### config.mk
export PLATFORM = sky130hd
export DESIGN_NAME = uart_payload_collector
export DESIGN_NICKNAME = d
export VERILOG_FILES = /design/src/rtl/uart_payload_pkg.sv /design/src/rtl/uart_payload_collector.sv
export SDC_FILE = /design/constraint.sdc
export NUM_CORES = 1
export LEC_CHECK = 0
export ABC_AREA = 1
export CORE_MARGIN = 3
export CORE_UTILIZATION = 30
export CTS_BUF_LIST = sky130_fd_sc_hd__clkbuf_4 sky130_fd_sc_hd__clkbuf_8 sky130_fd_sc_hd__clkbuf_16
export CTS_CLUSTER_DIAMETER = 40
export DETAILED_ROUTE_END_ITERATION = 6
export SYNTH_ARGS = -nofsm -noshare
export SYNTH_HDL_FRONTEND = slang
export SYNTH_SLANG_ARGS = --single-unit
### constraint.sdc
create_clock -name clk -period 1.49 [get_ports clk]
set_input_delay 0.298 -clock clk [delete_from_list [all_inputs] [get_ports clk]]
set_output_delay 0.298 -clock clk [all_outputs]
set_load 0.02 [all_outputs]
### src/rtl/uart_payload_pkg.sv
// Shared types and constants for the UART payload collector.
// Imported by the collector RTL and its interface.
package uart_payload_pkg;

  typedef enum logic {
    FILL = 1'b0,
    PEND = 1'b1
  } state_t;

  localparam logic [7:0] PAD_DEFAULT = 8'h00;

endpackage

### src/rtl/uart_payload_collector.sv
// Packs UART bytes into fixed-size frames for a UDP transmitter.
// Partial frames are padded and flushed after an idle timeout.
module uart_payload_collector
  import uart_payload_pkg::*;
#(
  parameter int         DATA_BYTES   = 8,
  parameter int         IDLE_TIMEOUT = 100000,
  parameter logic [7:0] PAD_BYTE     = PAD_DEFAULT
) (
  input  logic                    clk,
  input  logic                    reset_n,
  input  logic [7:0]              rx_data,
  input  logic                    rx_valid,
  input  logic                    tx_ready,
  output logic [8*DATA_BYTES-1:0] data,
  output logic                    send,
  output logic                    pending,
  output logic                    dropped
);

  localparam int W  = 8 * DATA_BYTES;
  localparam int CW = $clog2(DATA_BYTES + 1);
  localparam int TW = (IDLE_TIMEOUT > 0) ?
                      $clog2(IDLE_TIMEOUT + 1) : 1;

  localparam logic [CW-1:0] LAST_LANE = CW'(DATA_BYTES - 1);
  localparam logic [TW-1:0] T_MAX     = TW'(IDLE_TIMEOUT);
  localparam logic [TW-1:0] T_LAST    =
    TW'((IDLE_TIMEOUT > 0) ? IDLE_TIMEOUT - 1 : 0);

  state_t        state;
  state_t        state_nx;
  logic [W-1:0]  fill;
  logic [CW-1:0] count;
  logic [CW-1:0] wr_lane;
  logic [TW-1:0] timer;
  logic          ack_wait;
  logic          accept;
  logic          flush;
  logic          xfer;

  always_ff @(posedge clk or negedge reset_n) begin
    if (!reset_n) state <= FILL;
    else          state <= state_nx;
  end

  always_comb begin
    state_nx = state;
    accept   = 1'b0;
    flush    = 1'b0;
    xfer     = 1'b0;
    dropped  = 1'b0;
    wr_lane  = count;
    unique case (state)
      FILL: begin
        accept = rx_valid;
        flush  = (IDLE_TIMEOUT > 0) && (count != '0) &&
                 !rx_valid && (timer == T_LAST);
        if ((accept && count == LAST_LANE) || flush)
          state_nx = PEND;
      end
      PEND: begin
        xfer    = tx_ready && !ack_wait;
        accept  = xfer && rx_valid;
        dropped = rx_valid && !xfer;
        wr_lane = '0;
        // a one-byte frame can be completed by the coincident byte
        if (xfer)
          state_nx = (accept && DATA_BYTES == 1) ? PEND : FILL;
      end
      default: state_nx = FILL;
    endcase
    pending = (state == PEND);
  end

  always_ff @(posedge clk or negedge reset_n) begin
    if (!reset_n) begin
      fill     <= '0;
      count    <= '0;
      timer    <= '0;
      ack_wait <= 1'b0;
      data     <= '0;
      send     <= 1'b0;
    end else begin
      send <= xfer;
      if (xfer) data <= fill;

      if (!tx_ready)  ack_wait <= 1'b0;
      else if (xfer)  ack_wait <= 1'b1;

      if (rx_valid || xfer)  timer <= '0;
      else if (timer != T_MAX) timer <= timer + TW'(1);

      if (xfer)        count <= accept ? CW'(1) : '0;
      else if (accept) count <= count + CW'(1);

      for (int i = 0; i < DATA_BYTES; i++) begin
        if (flush && CW'(i) >= count)
          fill[W-1-8*i -: 8] <= PAD_BYTE;
        if (accept && CW'(i) == wr_lane)
          fill[W-1-8*i -: 8] <= rx_data;
      end
    end
  end

endmodule

==> Word level (Yosys, flattened, before mapping) <==
Cells that the tools add are included.
{ "classes": {"magnitude_cmp": 8, "reduce_logical": 39, "bitwise": 1, "addsub": 2, "n_eq_ne": 11, "mux": 31} }
{ "op_table": {"columns": ["operator", "n"], "rows": [
  ["$mux W8", 16],
  ["$mux W17", 2],
  ["$logic_and A1 B1 Y1", 22],
  ["$reduce_bool A2 Y1", 10],
  ["$add A17 B1 Y17 const B", 1],
  ["$eq A17 B17 Y1 const B", 1],
  ["$ne A17 B17 Y1 const B", 1],
  ["$eq A3 B4 Y1 const A", 4],
  ["$ge A3 B4 Y1 const A", 4],
  ["$mux W4", 3],
  ["$eq A2 B4 Y1 const A", 2],
  ["$ge A1 B4 Y1 const A", 2],
  ["$ge A2 B4 Y1 const A", 2],
  ["$mux W1", 8],
  ["$add A4 B1 Y4 const B", 1],
  ["$eq A1 B4 Y1 const A", 1],
  ["$eq A4 B3 Y1 const B", 1],
  ["$logic_not A4 Y1", 1],
  ["$pmux W1 S2", 2],
  ["$reduce_bool A4 Y1", 1],
  ["$logic_not A1 Y1", 3],
  ["$logic_or A1 B1 Y1", 2],
  ["$ne A2 B1 Y1 const B", 1],
  ["$not A1 Y1", 1]
]} }
{ "totals": {"output_inout_bits": 67, "ff_bits": 152, "wordCells": 106, "in_bits": 12} }

==> Depth between registers and ports, before layout <==
{ "logic_depth": {"ltp_word": 7, "depth_mapped": 10, "ltp_nobuf": 10} }

==> Least setup slack after synthesis <==
OpenSTA, ideal clock, no wires.
{ "synth_timing": {"kind": "reg-to-reg", "start": "register count[1]", "end": "register fill[1]", "setup_ps": 131, "arrival_time_ps": 1409, "path_slack_ps": -50, "path_stages_with_launch": 9, "cell_sequence": "dfrtp_1 inv_1 ha_1 nand2_1 nand4_1 nor2_4 nand3_1 nand3_1 o21ai_0"} }
{ "synth_between": {"elab_chain_cells": 6} }
{ "synth_lines": {"columns": ["element", "line_no", "text"], "rows": [
  ["start: declaration", "uart_payload_collector.sv:34", "logic [CW-1:0] count;"],
  ["start signal: assignment", "uart_payload_collector.sv:94", "if (xfer) count <= accept ? CW'(1) : '0;"],
  ["start signal: assignment", "uart_payload_collector.sv:95", "else if (accept) count <= count + CW'(1);"],
  ["$reduce_bool A4 Y1", "uart_payload_collector.sv:57", "flush = (IDLE_TIMEOUT > 0) && (count != '0) &&"],
  ["$logic_and A1 B1 Y1", "uart_payload_collector.sv:57", null],
  ["$logic_and A1 B1 Y1", "uart_payload_collector.sv:58", "!rx_valid && (timer == T_LAST);"],
  ["$mux W1", "uart_payload_collector.sv:54", "unique case (state)"],
  ["$logic_and A1 B1 Y1", "uart_payload_collector.sv:98", "if (flush && CW'(i) >= count)"],
  ["$reduce_bool A2 Y1 (no source line)", null, null],
  ["end signal: indexed assignment", "uart_payload_collector.sv:101", "fill[W-1-8*i -: 8] <= rx_data;"],
  ["end: declaration", "uart_payload_collector.sv:33", "logic [W-1:0] fill;"]
]} }
Parallel ways exist; a longest one is shown, timed or not.
A chain may end at the register's enable or synchronous reset.

==> Final worst setup path <==
{ "layout_timing": {"start": "register timer[0]", "end": "register fill[38]"} }
{ "layout_between": {"elab_chain_cells": 5} }
{ "layout_lines": {"columns": ["element", "line_no", "text"], "rows": [
  ["start: declaration", "uart_payload_collector.sv:36", "logic [TW-1:0] timer;"],
  ["start signal: assignment", "uart_payload_collector.sv:92", "else if (timer != T_MAX) timer <= timer + TW'(1);"],
  ["$eq A17 B17 Y1", "uart_payload_collector.sv:58", null],
  ["$logic_and A1 B1 Y1", "uart_payload_collector.sv:58", null],
  ["$mux W1", "uart_payload_collector.sv:54", null],
  ["$logic_and A1 B1 Y1", "uart_payload_collector.sv:98", null],
  ["$reduce_bool A2 Y1 (no source line)", null, null]
]} }
Every way passes these cells.

==> flow_summary.yaml <==
place:
  placedInstanceArea_um2: 8260
  portBuffers: 78
  hpwl_um: 11800
  gp_congestion: 0.875
job:
  cap_violations: 0
clock_tree:
  cts_num_sinks: 152
  cts-htree-levels: 4
  clkTransAtPathRegs_ps: 70
  cts_buffers: 17
  cts_buffer_depth: 2
  cts_tree: "built"
  cts_root_buffer: "clkbuf_16"
  insertion_delay_ps: 430
sta:
  rsz0062_at_grt: "true"
  relSlewSlack: 0.696
  slew_viol_final: 0
  hold_violations: 0
  worst_slew_pin_slew_ps: 456
  fin_crit_sh: 1.11
  clock.fmax_mhz: 603
  timing.hold.ws_ps: 359
  final-setup-viol-count: 58
  setup_ws_ps: -169
  fin_skew_ps: 8.13
  fin_crit_ps: 1660
routing:
  wl_um: 17800
  drtPass1Iterations: 5
  drcViolationCount: 0
  dr.first_iter.drc_count: 273
  ant_nets: 0
  wl_per_cell_um: 14.6
  vias: 5568
  vias_per_cell: 4.59
synth:
  async_reset_ff_frac: 1.00
  netlist_area_um2: 6420
  synthTopCellsByCount: "nand2_1 (335), dfrtp_1 (152), nand3_1 (73)"
  syn-num-nets: 763
  synth_cell_types: 29
  synth_top_area_frac: 0.592
  ys_top_cells_by_area: "dfrtp_1 (59%), nand2_1 (20%), nand3_1 (5.7%)"
  synth-main-ff-cell: "dfrtp_1"
  ys_warn_count: 0
  synth_top_area_cell: "dfrtp_1"
  yosysMostFrequentCell: "nand2_1"
  ys_ff_latch: 152
  seq_area_frac_synth: 0.592
  synthCells: 745
  synth_edf_count: 0
  syn_area_per_cell_um2: 8.62
grt:
  grtUsageMet2: 0.257
  grt_pass1_wl_um: 28700
  gr-usage-all-layers: 0.151
  met1_usage: 0.196
  gr-usage-met3: 0.0321
  grt_pass1_vias: 5552
  antenna_found_initial: 0
  grt_max_degree: 44
  grt_overflow: 0
  busiest_layer: "met2"
cells_and_area:
  final_area_um2: 9600
  nets: 948
  drive_gt1_frac: 0.300
  diodes: 0
  area_delta_synth_final_pct: 49.4
worst_setup_path:
  cp_top_family: "simple AND/OR/NAND/NOR gates"
  worstPathArrival_ps: 1980
  cp_slowest_cell: "dfrtp_1"
  cpPeakStageDelay_ps: 420
  crit_path_max_fanout: 8
  startpoint_type: "register"
  path_class: "register to register"
  crit_required_ps: 1810
  worstSetupEndpointType: "register"
  path_common_cell: "nand3_2"
  critPathBufInv: 1
  path_cells: "ha_4 > nand2_4 > inv_2 > nand3_2 > nor2_4 > nand4_4 > nand3_2 > nand2_1"
  rrSetupSlack_ps: -170
run_status:
  status: "finished, violations left"
  violations: "negative setup slack"
pwr:
  p_per_area_nw_per_um2: 1700
  peakVddDrop_v: 0.000809
  total_power_mw: 16.3
  p_leak_nw: 5.05
floorplan:
  fp.coreArea_um2: 20600
  die_w_um: 152
  fp-row-count: 52
  die-area_um2: 23200
  floorplan.initialDensity: 0.311
  die_h_um: 152
  ios: 79
min_path:
  hold_path.class: "input port to async pin"
stage by stage:
step           instances  setup slack, ps  setup TNS [ps]  utilization
2_1_floorplan        745             3.63               0            -
3_3_place_gp        1162             -444          -42830        0.401
3_5_place_dp        1162             -485          -44300        0.401
4_1_cts             1206             -171           -4530        0.450
5_1_grt             1213             -247          -10850        0.465
6_report            1213             -169           -5510        0.465
timing repair:
item	in CTS	in global routing
resized for setup	180	75
hold buffers	1	0
buffers inserted	10	7
gates cloned	1	2
endpoints found under the hold margin	35	0
pin swaps	24	28
setup endpoints to repair	148	119
per-layer routing:
layer / wire length [um] / up-vias
li1: - / 2744
met1: 7720 / 2696
met2: 9120 / 108
met5: 0 / -
met3: 699 / 20
met4: 226 / 0
worst register-to-register path: stages (launching register included):
cell	delay (ps)
dfrtp_1	420
ha_4	190
nand2_4	60
inv_2	60
nand3_2	90
nor2_4	270
nand4_4	270
nand3_2	140
nand2_1	50
area by class of cell:
class	instances	area [um2]
inverter	56	228
sequential	152	3810
timing repair inverter	1	7.51
tap	270	338
clock inverter	14	138
multi-input combinational	521	2950
clock buffer	18	439
fill	1961	11000
timing repair buffer	181	1690
state kept, by name (all words and copies together) (netlist names):
| signal | flops |
|---|---|
| data | 64 |
| fill | 64 |
| pending | 1 |
| count | 4 |
| timer | 17 |
| send | 1 |
| ack_wait | 1 |
cell families after synthesis:
group                    Yosys count  synth area share
adder cells (fa/ha/maj)            6            0.0117
AO/OA/AOI/OAI                     42            0.0356
XOR/XNOR                           3           0.00409
flip-flops                       152             0.592
buffers and inverters             73            0.0448
AND/OR/NAND/NOR                  469             0.312
cell usage in the layout (no fill, tap or decap), types with 5 or more instances in the layout:
| cell type | netlist | routed |
|---|---|---|
| o21ai_1 | 10 | 14 |
| inv_6 | 0 | 5 |
| nor2_4 | 2 | 13 |
| nand2_2 | 1 | 16 |
| inv_1 | 46 | 37 |
| nor2_1 | 29 | 18 |
| clkinvlp_4 | 0 | 5 |
| nand3_1 | 73 | 20 |
| buf_6 | 0 | 11 |
| inv_4 | 0 | 5 |
| inv_2 | 10 | 13 |
| a21oi_1 | 10 | 8 |
| clkbuf_16 | 0 | 18 |
| dfrtp_1 | 152 | 150 |
| dlygate4sd2_1 | 0 | 61 |
| clkdlybuf4s50_1 | 0 | 10 |
| o21ai_2 | 0 | 9 |
| nand3_2 | 2 | 52 |
| buf_12 | 0 | 12 |
| nand2_4 | 0 | 5 |
| buf_4 | 1 | 80 |
| nand4_4 | 0 | 6 |
| nor2_2 | 6 | 6 |
| nand2_1 | 335 | 315 |
power by group:
group / leakage (nW) / total [mW] / switching, mW / internal, mW
combinational: 2.79 / 5.54 / 3.20 / 2.34
sequential: 1.99 / 6.59 / 0.981 / 5.61
clock: 0.272 / 4.20 / 1.82 / 2.38
worst paths after layout:
check | end | startpoint | cells after the start
max reg2reg | fill[38]$_DFFE_PN0P_ | timer[0]$_DFFE_PN0P_ | 8
max in group asynchronous | fill[49]$_DFFE_PN0P_ | reset_n | 3
min reg2reg | data[38]$_DFFE_PN0P_ | data[38]$_DFFE_PN0P_ | 2
min in group clk | data[38]$_DFFE_PN0P_ | data[38]$_DFFE_PN0P_ | 2
max | fill[38]$_DFFE_PN0P_ | timer[0]$_DFFE_PN0P_ | 8
min | timer[13]$_DFFE_PN0P_ | reset_n | 2
Note: power is estimated with default switching activity, not from simulation.
==> edit 1 (same settings) <==
Compare `count` against `LAST_LANE` with >= in place of ==.
--- a/src/rtl/uart_payload_collector.sv
+++ b/src/rtl/uart_payload_collector.sv
@@ -56,7 +56,7 @@
         accept = rx_valid;
         flush  = (IDLE_TIMEOUT > 0) && (count != '0) &&
                  !rx_valid && (timer == T_LAST);
-        if ((accept && count == LAST_LANE) || flush)
+        if ((accept && count >= LAST_LANE) || flush)
           state_nx = PEND;
       end
       PEND: begin
Formal check against the unedited RTL: same outputs for any inputs over 10 cycles, from zero or initial values and one cycle with reset_n low; that may be too few to reach the edited logic, so the function may still have changed.
==> edit 1 against the unedited design <==
The run still ends with negative setup slack left. Area after synthesis down 1.1%. Routed wire length down 7.0%. Largest power group unchanged. Largest cell class unchanged. Critical path type unchanged. Worst setup slack better by 0.048 ns. First-iteration DRC count up 5.5%. Sequential cell count unchanged. Power up 8.1%. Final area down 5.0%. Combinational power up 15%. Die area down 1.1%. Critical endpoint is now fill[0].
==> edit 1: results <==
[detailed_routing]
wl_per_cell_um = 14.4
drt_iter0_drc = 288
viasPerCell = 4.52
dr.pass1.iters = 4
wl_um = 16500

[logic_synthesis]
synth_cells = 709
synth_nets = 727
synth_most_common_cell = nand2_1
synth_top_area_cell = dfrtp_1
synthTopCellsByCount = 266 x nand2_1, 152 x dfrtp_1, 55 x inv_1
yosysWarnings = 0
async_reset_ff_frac = 1.00
ys_types = 33
yosys-top-cells-area = dfrtp_1 60%, nand2_1 16%, nand3_1 4.1%
synth.yosys.seq_area_share = 0.599

[global_route]
grt_pass1_wl_um = 26700
grt_usage = 0.150
grt_start_max_net_pins = 56
grt_pass1_vias = 5119

[placement]
place_area_mm2 = 0.00801
dp_cells = 1109
io_buffers = 78
globalplace.congestion = 0.785
dp_slack_ns = -0.423
hpwl_um = 11200

[setup_path]
crit_slowest_cell = dfrtp_1
cp_top_family = simple AND/OR/NAND/NOR gates
slowest_delay_ns = 0.40
arrival_ns = 1.90
path_max_fanout = 8

[pwr]
power.share.switching = 0.370
p_leak_nw = 4.69
irDropWorstVdd_uv = 929

[sta]
setup_ws_ns = -0.121
fin_skew_ns = 0.0101
tightest_slew_ns = 0.358
setup_viol = 71
tns_ns = -4.21

[clocking]
clock_latency_ns = 0.42
clk_pin_slew_ns = 0.06
cts_inserted_buffers = 17
h-tree-depth = 4
clock-root-buffer = clkbuf_16
cts_buffer_depth = 2

[finish]
num-nets-final = 885
reg_top3 = data x64, fill x64, timer x17
layout-drive-gt1-share = 0.264
diodes = 0

[run_status]
violations = negative setup slack
status = complete, but fails checks
-- edit 1: layout make-up --
type | instances | area [µm²]
timing repair buffer | 156 | 1390
inverter | 65 | 267
clock buffer | 19 | 453
tap | 270 | 338
clock inverter | 12 | 165
sequential | 152 | 3810
multi-input combinational | 475 | 2690
fill | 1982 | 11400
-- edit 1: final timing paths --
path | from | end | slack, ns | cells after the start
setup / recovery | timer[1] | fill[0] | -0.12 | 9
hold / removal | reset_n | fill[32] | 0.32 | 2
setup reg to reg | timer[1] | fill[0] | -0.12 | 9
hold reg to reg | data[56] | data[56] | 0.46 | 2
max in group asynchronous | reset_n | fill[30] | 0.59 | 3
min in group clk | data[56] | data[56] | 0.46 | 2
-- edit 1: cells by family after synthesis --
logic type,after synthesis,share of synthesized area
adder cells (fa/ha/maj),6,0.0118
AND/OR/NAND/NOR,382,0.265
XOR/XNOR,2,0.00276
flip-flops,152,0.599
AO/OA/AOI/OAI,85,0.0721
buffers and inverters,82,0.0498
-- edit 1: power groups by stage --
stage / sequential [mW] / clock (mW) / combinational, mW
global placement: 6.76 / 0 / 6.23
finish: 6.76 / 4.50 / 6.37
detailed placement: 6.78 / 0 / 6.34
floorplan: 7.60 / 0 / 2.40
CTS: 6.73 / 4.60 / 6.13
global route: 6.98 / 4.80 / 7.10
-- edit 1: metal layers --
layer,global-route usage,share of wire
met1,0.197,0.44
met2,0.245,0.50
met3,0.0416,0.047
met4,0.0377,0.013
met5,0,0
-- edit 1: repair_timing --
action / in CTS / in global routing
setup buffers: 3 / 5
gates resized for setup: 147 / 83
endpoints found under the hold margin: 23 / 0
hold buffers: 1 / 0
pin swaps: 19 / 24
gates cloned: 1 / 0
setup endpoints to repair: 142 / 120
==> edit 2 (config.mk and constraints unchanged) <==
Made on the original files. Change the parameter `IDLE_TIMEOUT` from 100000 to 400000.
--- a/src/rtl/uart_payload_collector.sv
+++ b/src/rtl/uart_payload_collector.sv
@@ -4,7 +4,7 @@
   import uart_payload_pkg::*;
 #(
   parameter int         DATA_BYTES   = 8,
-  parameter int         IDLE_TIMEOUT = 100000,
+  parameter int         IDLE_TIMEOUT = 400000,
   parameter logic [7:0] PAD_BYTE     = PAD_DEFAULT
 ) (
   input  logic                    clk,
Formal check against the unedited RTL: no difference found for any inputs over 10 cycles, from zero or initial values and one cycle with reset_n low; that may be too few to reach the edited logic, so the function may still have changed.
==> edit 2 against the unedited design <==
Sequential cell count increased by 2. Final area decreased by 0.77%. Largest cell class unchanged. Routed wire length rose by 0.29%. Critical path type unchanged. Synthesized cell count grew 4.6%. Count of clock-buffer cells in the layout rose by 5. Utilization shrank 1.9 points. Worst setup slack gained 0.11 ns. The run still ends with negative setup slack left. Via count down 0.86%. Area after synthesis up 3.0%. Sequential power increased by 2%. Power increased by 5.4%. Critical endpoint is now fill[54]. Highest routed layer unchanged.
==> edit 2: results <==
[global_route]
grt_start_max_net_pins = 52
grt_antenna_before_repair = 0
grt_pass1_vias = 5623
grt_usage = 0.152
grt_pass1_wl_um = 28800

[detailed_routing]
wl_um = 17800
dr.pass1.iters = 4
viasPerCell = 4.48
vias = 5520
drt_iter0_drc = 327

[clocking]
cts_buffer_depth = 2
clk_pin_slew_ns = 0.06
clock-root-buffer = clkbuf_16
clock_latency_ns = 0.43
cts_inserted_buffers = 17
h-tree-depth = 4

[logic_synthesis]
async_reset_ff_frac = 1.00
ys_types = 30
synthTopCellsByCount = 340 x nand2_1, 154 x dfrtp_1, 77 x nand3_1
synth_nets = 797
synth.yosys.seq_area_share = 0.583
yosys-top-cells-area = dfrtp_1 58%, nand2_1 19%, nand3_1 5.8%
synth_cells = 779
yosysWarnings = 0
synth_ff_type = dfrtp_1

[finish]
diodes = 0
num-nets-final = 961
fillerInstances = 2124
layout-drive-gt1-share = 0.244
reg_top3 = data x64, fill x64, timer x19

[sta]
maxSlewHeadroom = 0.705
tns_ns = -1.30
setup_ws_ns = -0.0633
setup_viol = 40
fin_skew_ns = 0.00909

[placement]
place_area_mm2 = 0.00843
globalplace.congestion = 0.864
io_buffers = 78
dp_cells = 1185
hpwl_um = 12000

[pwr]
irDropWorstVdd_uv = 795
p_leak_nw = 5.02

[setup_path]
path_max_fanout = 8
arrival_ns = 1.87

[hold_path]
holdCritPathClass = in -> reg

[run_status]
violations = negative setup slack
status = complete, but fails checks
==> edit 2: where the power goes <==
group	internal (mW)	switching, mW
combinational	2.52	3.71
clock	2.52	1.73
sequential	5.77	0.962
==> edit 2: through the flow <==
stage                     worst slack (ns)   util  hold WS (ns)
after floorplan                     0.0168      -       0.00241
after global placement              -0.447  0.395         0.267
after detailed placement            -0.495  0.395         0.263
after CTS                           -0.108  0.428         0.365
after global routing                -0.153  0.446         0.383
final                              -0.0633  0.446         0.373
==> edit 2: cells by family (layout without fill, tap and decap cells) <==
kind of cell | Yosys count | count (layout) | synth area share
AO/OA/AOI/OAI | 28 | 28 | 0.0229
XOR/XNOR | 9 | 9 | 0.0119
adder cells (fa/ha/maj) | 6 | 6 | 0.0114
buffers and inverters | 77 | 252 | 0.0465
flip-flops | 154 | 154 | 0.583
AND/OR/NAND/NOR | 505 | 507 | 0.325
==> edit 2: layout make-up <==
class	count	area, µm²	area share
tap	275	344	0.0361
clock inverter	9	86.3	0.00907
sequential	154	3860	0.405
timing repair buffer	169	1610	0.169
multi-input combinational	550	2910	0.306
inverter	51	219	0.0230
clock buffer	23	495	0.0520
==> edit 2: timing repair <==
action / in CTS / in global routing
pin swaps: 10 / 21
setup endpoints to repair: 128 / 79
gates resized for setup: 100 / 82
buffers inserted: 8 / 3
hold buffers: 1 / 0
gates cloned: 0 / 2
endpoints found under the hold margin: 35 / 0
==> edit 2: worst paths after layout <==
path	from	to	slack [ns]	depth (start not counted)
hold reg to reg	data[31]	data[31]	0.47	2
min in group asynchronous	reset_n	timer[12]	0.38	2
setup reg to reg	pending	fill[54]	-0.06	7
setup / recovery	pending	fill[54]	-0.06	7
hold / removal	tx_ready	ack_wait	0.37	4
max in group asynchronous	reset_n	fill[33]	0.58	3
==> edit 2: critical path, cell delays in order, from the launching register on <==
cell,delay [ns]
dfrtp_2,0.45
buf_4,0.16
nor2_4,0.11
nand3_4,0.11
nor2_4,0.25
nand3_4,0.20
nand3_2,0.10
nand2_1,0.05
==> edit 2: layer usage <==
layer  GRT usage  part of all wire  vias to the layer above
li1            -                 -                     2786
met1       0.200              0.44                     2627
met2       0.255              0.50                       91
met5           0                 0                        -
met3      0.0336             0.038                       16
met4      0.0387             0.014                        0
